### src/rtl/adder_tree_pipe.sv
// Pipelined signed adder tree: N_IN channels summed over log2(N_IN) registered levels, full growth inside.
// Global enable stalls every level at once; define ADDER_TREE_SAT_EN to saturate the narrow (OUT_MODE=0) output.
module adder_tree_pipe #(
  parameter  int DIM      = 14,
  parameter  int N_IN     = 4,
  parameter  int OUT_MODE = 0,
  localparam int LOG2N    = $clog2(N_IN),
  localparam int FW       = DIM + LOG2N,
  localparam int OW       = (OUT_MODE == 1) ? FW : DIM
) (
  input  logic                 clk,
  input  logic                 rst_n,
  input  logic [N_IN*DIM-1:0]  din,
  input  logic                 in_valid,
  output logic                 in_ready,
  output logic signed [OW-1:0] sum,
  output logic                 out_valid,
  input  logic                 out_ready,
  output logic                 ovf
);

  logic             w_en;
  logic [LOG2N:1]   r_vld;
  logic signed [FW-1:0] w_f;

  assign out_valid = r_vld[LOG2N];
  assign w_en      = out_ready | ~out_valid;
  assign in_ready  = w_en;

  always_ff @(posedge clk or negedge rst_n) begin
    if (!rst_n) begin
      r_vld <= '0;
    end else if (w_en) begin
      r_vld[1] <= in_valid;
      for (int i = 2; i <= LOG2N; i++) r_vld[i] <= r_vld[i-1];
    end
  end

  // Level L entries are DIM+L bits wide; each sum sign-extends its two operands by one bit.
  genvar L, k;
  generate
    for (L = 0; L <= LOG2N; L++) begin : g_lvl
      localparam int NE = N_IN >> L;
      localparam int WL = DIM + L;
      logic signed [WL-1:0] w_s [NE];
      if (L == 0) begin : g_in
        for (k = 0; k < NE; k++) begin : g_ch
          assign w_s[k] = din[k*DIM +: DIM];
        end
      end else begin : g_add
        logic signed [WL-1:0] r_s [NE];
        always_ff @(posedge clk or negedge rst_n) begin
          if (!rst_n) begin
            for (int j = 0; j < NE; j++) r_s[j] <= '0;
          end else if (w_en) begin
            for (int j = 0; j < NE; j++)
              r_s[j] <= {g_lvl[L-1].w_s[2*j][WL-2],   g_lvl[L-1].w_s[2*j]} +
                        {g_lvl[L-1].w_s[2*j+1][WL-2], g_lvl[L-1].w_s[2*j+1]};
          end
        end
        for (k = 0; k < NE; k++) begin : g_o
          assign w_s[k] = r_s[k];
        end
      end
    end
  endgenerate

  assign w_f = g_lvl[LOG2N].w_s[0];

  generate
    if (OUT_MODE == 1) begin : g_full
      assign sum = w_f;
      assign ovf = 1'b0;
    end else begin : g_narrow
      // F fits in DIM bits exactly when all bits from the DIM-1 sign position upward agree.
      logic w_ovf;
      assign w_ovf = ~((&w_f[FW-1:DIM-1]) | ~(|w_f[FW-1:DIM-1]));
      assign ovf   = w_ovf;
`ifdef ADDER_TREE_SAT_EN
      assign sum = !w_ovf    ? w_f[DIM-1:0] :
                   w_f[FW-1] ? {1'b1, {(DIM-1){1'b0}}} : {1'b0, {(DIM-1){1'b1}}};
`else
      assign sum = w_f[DIM-1:0];
`endif
    end
  endgenerate

endmodule

### config.mk
export PLATFORM = sky130hd
export DESIGN_NAME = adder_tree_pipe
export DESIGN_NICKNAME = d
export VERILOG_FILES = /design/src/rtl/adder_tree_pipe.sv
export SDC_FILE = /design/constraint.sdc
export NUM_CORES = 1
export LEC_CHECK = 0
export ABC_CLOCK_PERIOD_IN_PS = 2600
export CORE_MARGIN = 1
export CORE_UTILIZATION = 45
export CTS_CLUSTER_DIAMETER = 150
export DETAILED_ROUTE_END_ITERATION = 16
export GPL_TIMING_DRIVEN = 0
export HOLD_SLACK_MARGIN = 0.06
export PLACE_DENSITY = 0.68
export SLEW_MARGIN = 20
export SYNTH_ARGS = -nofsm -noshare
export SYNTH_HDL_FRONTEND = slang
export SYNTH_SLANG_ARGS = --single-unit
### constraint.sdc
create_clock -name clk -period 2.6 [get_ports clk]
set_input_delay 0.26 -clock clk [delete_from_list [all_inputs] [get_ports clk]]
set_output_delay 0.26 -clock clk [all_outputs]
set_load 0.01 [all_outputs]
== Yosys cells after proc, flatten, opt, wreduce, memory -nomap -nowiden ==
Cells that the tools add are included.

* Reductions and logical operators: 2
* $add $sub $neg: 3
* Bitwise logic cells: 5

{| class="wikitable"
|+ Operators with widths
! kind !! number
|-
| $add A14 B14 Y15 || 2
|-
| $add A15 B15 Y16 || 1
|-
| $not A1 Y1 || 3
|-
| $reduce_and A3 Y1 || 1
|-
| $reduce_or A3 Y1 || 1
|-
| $or A1 B1 Y1 || 2
|}

* Register bits after elaboration: 48
* Input port bits: 60
* Logic and storage cells: 14
* Output and inout port bits: 17

== Depth between registers and ports, before layout ==
Gate-level depths: netlist of run 1.

* Depth after elaboration: 4
* Mapped depth: 8
* Depth with buffers taken out: 8

== Worst setup path after synthesis of run 1 ==
No wires, ideal clock.

* Path kind: flip-flop to flip-flop
* From: register g_lvl[1].g_add.r_s[0] in the netlist's numbering
* To: register g_lvl[2].g_add.r_s[10] in the netlist's numbering
* Clock period less this slack: 2144 ps
* Slack: 456 ps
* Data arrival time: 2009 ps
* Cell stages (with the launch flop): 9
* Required time: 2464 ps
* Buffers on the path: 0
* Setup time: 136 ps
* Cell sequence: dfrtp_1 ha_1 fa_1 a211oi_1 o21ai_1 a31o_2 a21oi_1 xor2_1 o21ai_0

* Word-level cells in the longest chain between the ends: 1

{| class="wikitable"
|+ Ends and longest elaborated chain
! element !! RTL line !! text
|-
| start: declaration || 51 || <nowiki>logic signed [WL-1:0] r_s [NE];</nowiki>
|-
| start signal: indexed assignment || 57 || <nowiki>r_s[j] <= {g_lvl[L-1].w_s[2*j][WL-2], g_lvl[L-1].w_s[2*j]} +</nowiki>
|-
| $add A15 B15 Y16 || 57 ||
|-
| end signal: indexed assignment || 57 ||
|-
| end: declaration || 51 ||
|}

Every way passes these cells.
A chain may end at the register's enable or synchronous reset.

== Worst setup path in the final report of run 1 ==
* From: register r_vld[2] in the netlist's numbering
* To: output in_ready

* Word-level cells in the longest chain between the ends: 2

{| class="wikitable"
|+ Ends and longest elaborated chain
! element !! RTL line !! text
|-
| start: declaration || 23 || <nowiki>logic [LOG2N:1] r_vld;</nowiki>
|-
| start signal: assignment || 32 || <nowiki>r_vld <= '0;</nowiki>
|-
| $not A1 Y1 || 27 || <nowiki>assign w_en = out_ready | ~out_valid;</nowiki>
|-
| $or A1 B1 Y1 || 27 ||
|-
| end: declaration || 15 || <nowiki>output logic in_ready,</nowiki>
|}

Every way passes these cells.

==> impl_results.md, run 1 <==
- Vias in the first global route: 3277
- Adder-Cell Fraction of Synth Area: 15.4%
- Met1 Routed Length: 4.42 mm
- Routability cong.: 0.868
- Peak VDD IR: 0.000353 V
- Utilization after layout: 59.5%
- Largest family of logic cells by synthesized area: compound AO/OA/AOI/OAI gates
- Syn avg cell area: 8.55 µm²
- Worst R2R Path Depth: 8
- CTS buffer count: 5
- Max Cap Violations: 0
- Met3 wire length: 344 µm
- Met2 wire len: 4.53 mm
- Number of routed nets with antenna violations: 0
- CTS Root Cell: clkbuf_8
- Clock Tree Buf Depth: 2
- Postcts setup bufs: 0
- Synth area leader: dfrtp_1
- Global-route wire length before repair: 15.9 mm
- Hold Path Class: input pin to async pin
- Yosys warns: 0
- Vias per cell: 5.44
- Synth top area share: between 30% and 40%
- Fin. Hold Viols: 0
- Max-slew headroom: 58.7%
- Post-layout min period: 2.48 ns
- Multiplexer area fraction after synthesis: 0.258%
- DIE WIDTH: 94.9 µm
- Max Slew Vio Count: 0
- Final Net Count: 645
- Setup TNS: 0 ns
- Max Clock Freq: around 400 MHz
- Final setup vio count: 0
- Largest cells by area after synthesis: dfrtp_1 (31%), ha_1 (14%), nand2_1 (5.7%)
- Max H-tree Level: 2
- Row count: 33
- Die Area: 9010 µm²
- # IOs: 77
- CP Capture Type: primary output
- WS Path Type: register to primary output
- Layout area overhead: 27.2%
- Power Dens Cells: 767 nW/µm²
- Complex-gate fraction of the synthesized area: roughly 26%
- Worst-Skew Late Latency: 0.31 ns
- Initial Util: 46.8%
- Total global routing overflow: 0
- RSZ-0062 raised after global routing: false
- PortBufs: 76
- Seq/Total Area, Yosys: 30.9%
- Worst-path clk slew: around 0.090 ns
- Drt wl/cell: 14.6 µm
- Slew at the pin closest to its max-slew limit: around 0.62 ns
- Post-synthesis cell type count: 53
- Top sig layer: met4
- Detailed Route WL: about 9.4 mm
- Number of synthesized flops with an enable pin: 0
- # DRC: 0
- DP Area: approximately 4800 µm²
- Routed vias: 3505
- Core outline area: 8300 µm²
- Global-route usage over all layers: 22.9%
- Req. time, crit path: 2.34 ns
- Antenna diodes: 0
- P_leak: 0.00219 µW
- Most frequent cell after synthesis: nand2_1
- Fill cells: approximately 760
- Largest net degree at the start of global routing: 33
- XOR/XNOR Fraction of Synth Area: 6.77%
- Post-Synthesis Cell Area: 3880 µm²
- Share of synthesized registers carrying an async set or reset: 100%
- Post-DP HPWL: 7.33 mm
- Fin area: roughly 4900 µm²
- Outcome: completed
- DRT Pass-1 Iters: 4
- Clock skew: 0.00837 ns
- Clk sink count: between 40 and 50
- Initial antenna violation count: 0
- CTS tree: done
- Post-Syn Instances: 454
- Mapped Nets: 560
- Max FO, Critical Path: 10
- Commonest cells in the netlist: nand2_1 (59), dfrtp_1 (48), a21oi_1 (43), ha_1 (43), o21ai_0 (37)
- Simple-gate share of the synthesized area: between 10% and 20%
- Top_reg_cell synth: dfrtp_1
- Tcrit/Tclk final: 95.5%
- Layout cell share with drive strength beyond 1: 7.24%
- CP Launch Type: register
- Synthesized flop and latch total: 48
- Arrival time at the worst endpoint: ~2.2 ns
- Initial DRC count: 147
- Die height: around 95 µm
state kept, by name, indices dropped and copies added (netlist names):
register / cells
g_lvl.g_add.r_s: 46
r_vld: 2
area by class of cell:
cell class,count,area (µm²),share of cell area (%)
clock inverters,2,60.1,1.22
inverters,12,45.0,0.912
multi-input cells,365,2480,50.3
flip-flops and latches,48,1200,24.3
well taps,105,131,2.66
repair buffers,78,786,15.9
clock buffers,5,68.8,1.39
plain buffers,29,165,3.34
logic make-up after synthesis:
kind of cell	Yosys count
flops	48
simple gates	135
mux	1
compound gates	153
fa+ha+maj	46
buf+inv	41
xor+xnor	30
worst paths after layout:
| kind | start | to | slack, ns |
|---|---|---|---|
| worst min-delay path | rst_n | g_lvl[2].g_add.r_s[1] | 0.40 |
| worst min register to register | r_vld[1] | r_vld[1] | 0.48 |
| worst max-delay path | r_vld[2] | in_ready | 0.12 |
| worst max register to register | g_lvl[1].g_add.r_s[15] | g_lvl[2].g_add.r_s[10] | 0.21 |
| min in group clk | in_valid | r_vld[1] | 0.48 |
| max in group asynchronous | rst_n | g_lvl[1].g_add.r_s[4] | 1.68 |
per-layer routing:
metal	up-vias	GRT usage (%)
met5	-	0
met4	0	5.93
met3	9	2.82
met2	85	39.1
met1	1617	30.5
li1	1794	-
power by group:
group	leakage, µW	switching [µW]	internal, µW
registers	0.000564	155	988
clock network	0.0000642	263	379
logic	0.00156	962	1040
total	0.00219	1380	2410
layout by cell type (no fill, tap or decap), types with 3 or more instances in the layout:
cell	count
nand2_1	59
a31oi_1	5
xnor2_1	15
o21a_1	7
a21oi_2	3
buf_2	3
a311oi_1	3
xor2_1	15
nor2b_1	6
a211oi_1	7
o21ai_0	37
fa_1	3
clkbuf_8	5
nor3b_1	4
buf_4	14
clkbuf_1	12
nor3_1	6
a21oi_1	43
nor2_1	34
ha_1	43
inv_1	11
clkdlybuf4s50_1	75
o21bai_1	6
a21o_1	19
nand3_1	8
dfrtp_1	48
and3_1	5
timing repair:
item | in CTS | in global routing
setup endpoints to repair | 0 | 1
endpoints found under the hold margin | 16 | 0
gates resized for setup | 0 | 1
hold buffers | 1 | 0
through the flow:
| stage | cells | setup WS [ns] | hold slack (ns) | total power (µW) |
|---|---|---|---|---|
| 3_3_place_gp | 635 | -0.0940 | 0.443 | 3110 |
| 2_1_floorplan | 454 | 0.456 | -0.0356 | 2510 |
| 4_1_cts | 644 | 0.123 | 0.417 | 3800 |
| 3_5_place_dp | 636 | -0.106 | 0.215 | 3150 |
| 6_report | 644 | 0.116 | 0.404 | 3790 |
| 5_1_grt | 644 | 0.00282 | 0.449 | 4110 |
worst max-delay path: stages, from the launching register on:
cell,delay [ns]
dfrtp_1,0.39
nor2b_1,0.12
buf_2,0.16
inv_2,0.17
clkbuf_1,0.44
clkdlybuf4s50_1,0.64
(Power assumes the default switching activity.)
==> inputs of run 2 (changes only) <==
- CTS_BUF_LIST: unset -> sky130_fd_sc_hd__clkbuf_8
==> results of run 2 <==
No change in the layout: final DEF, timing and power equal those of run 1.
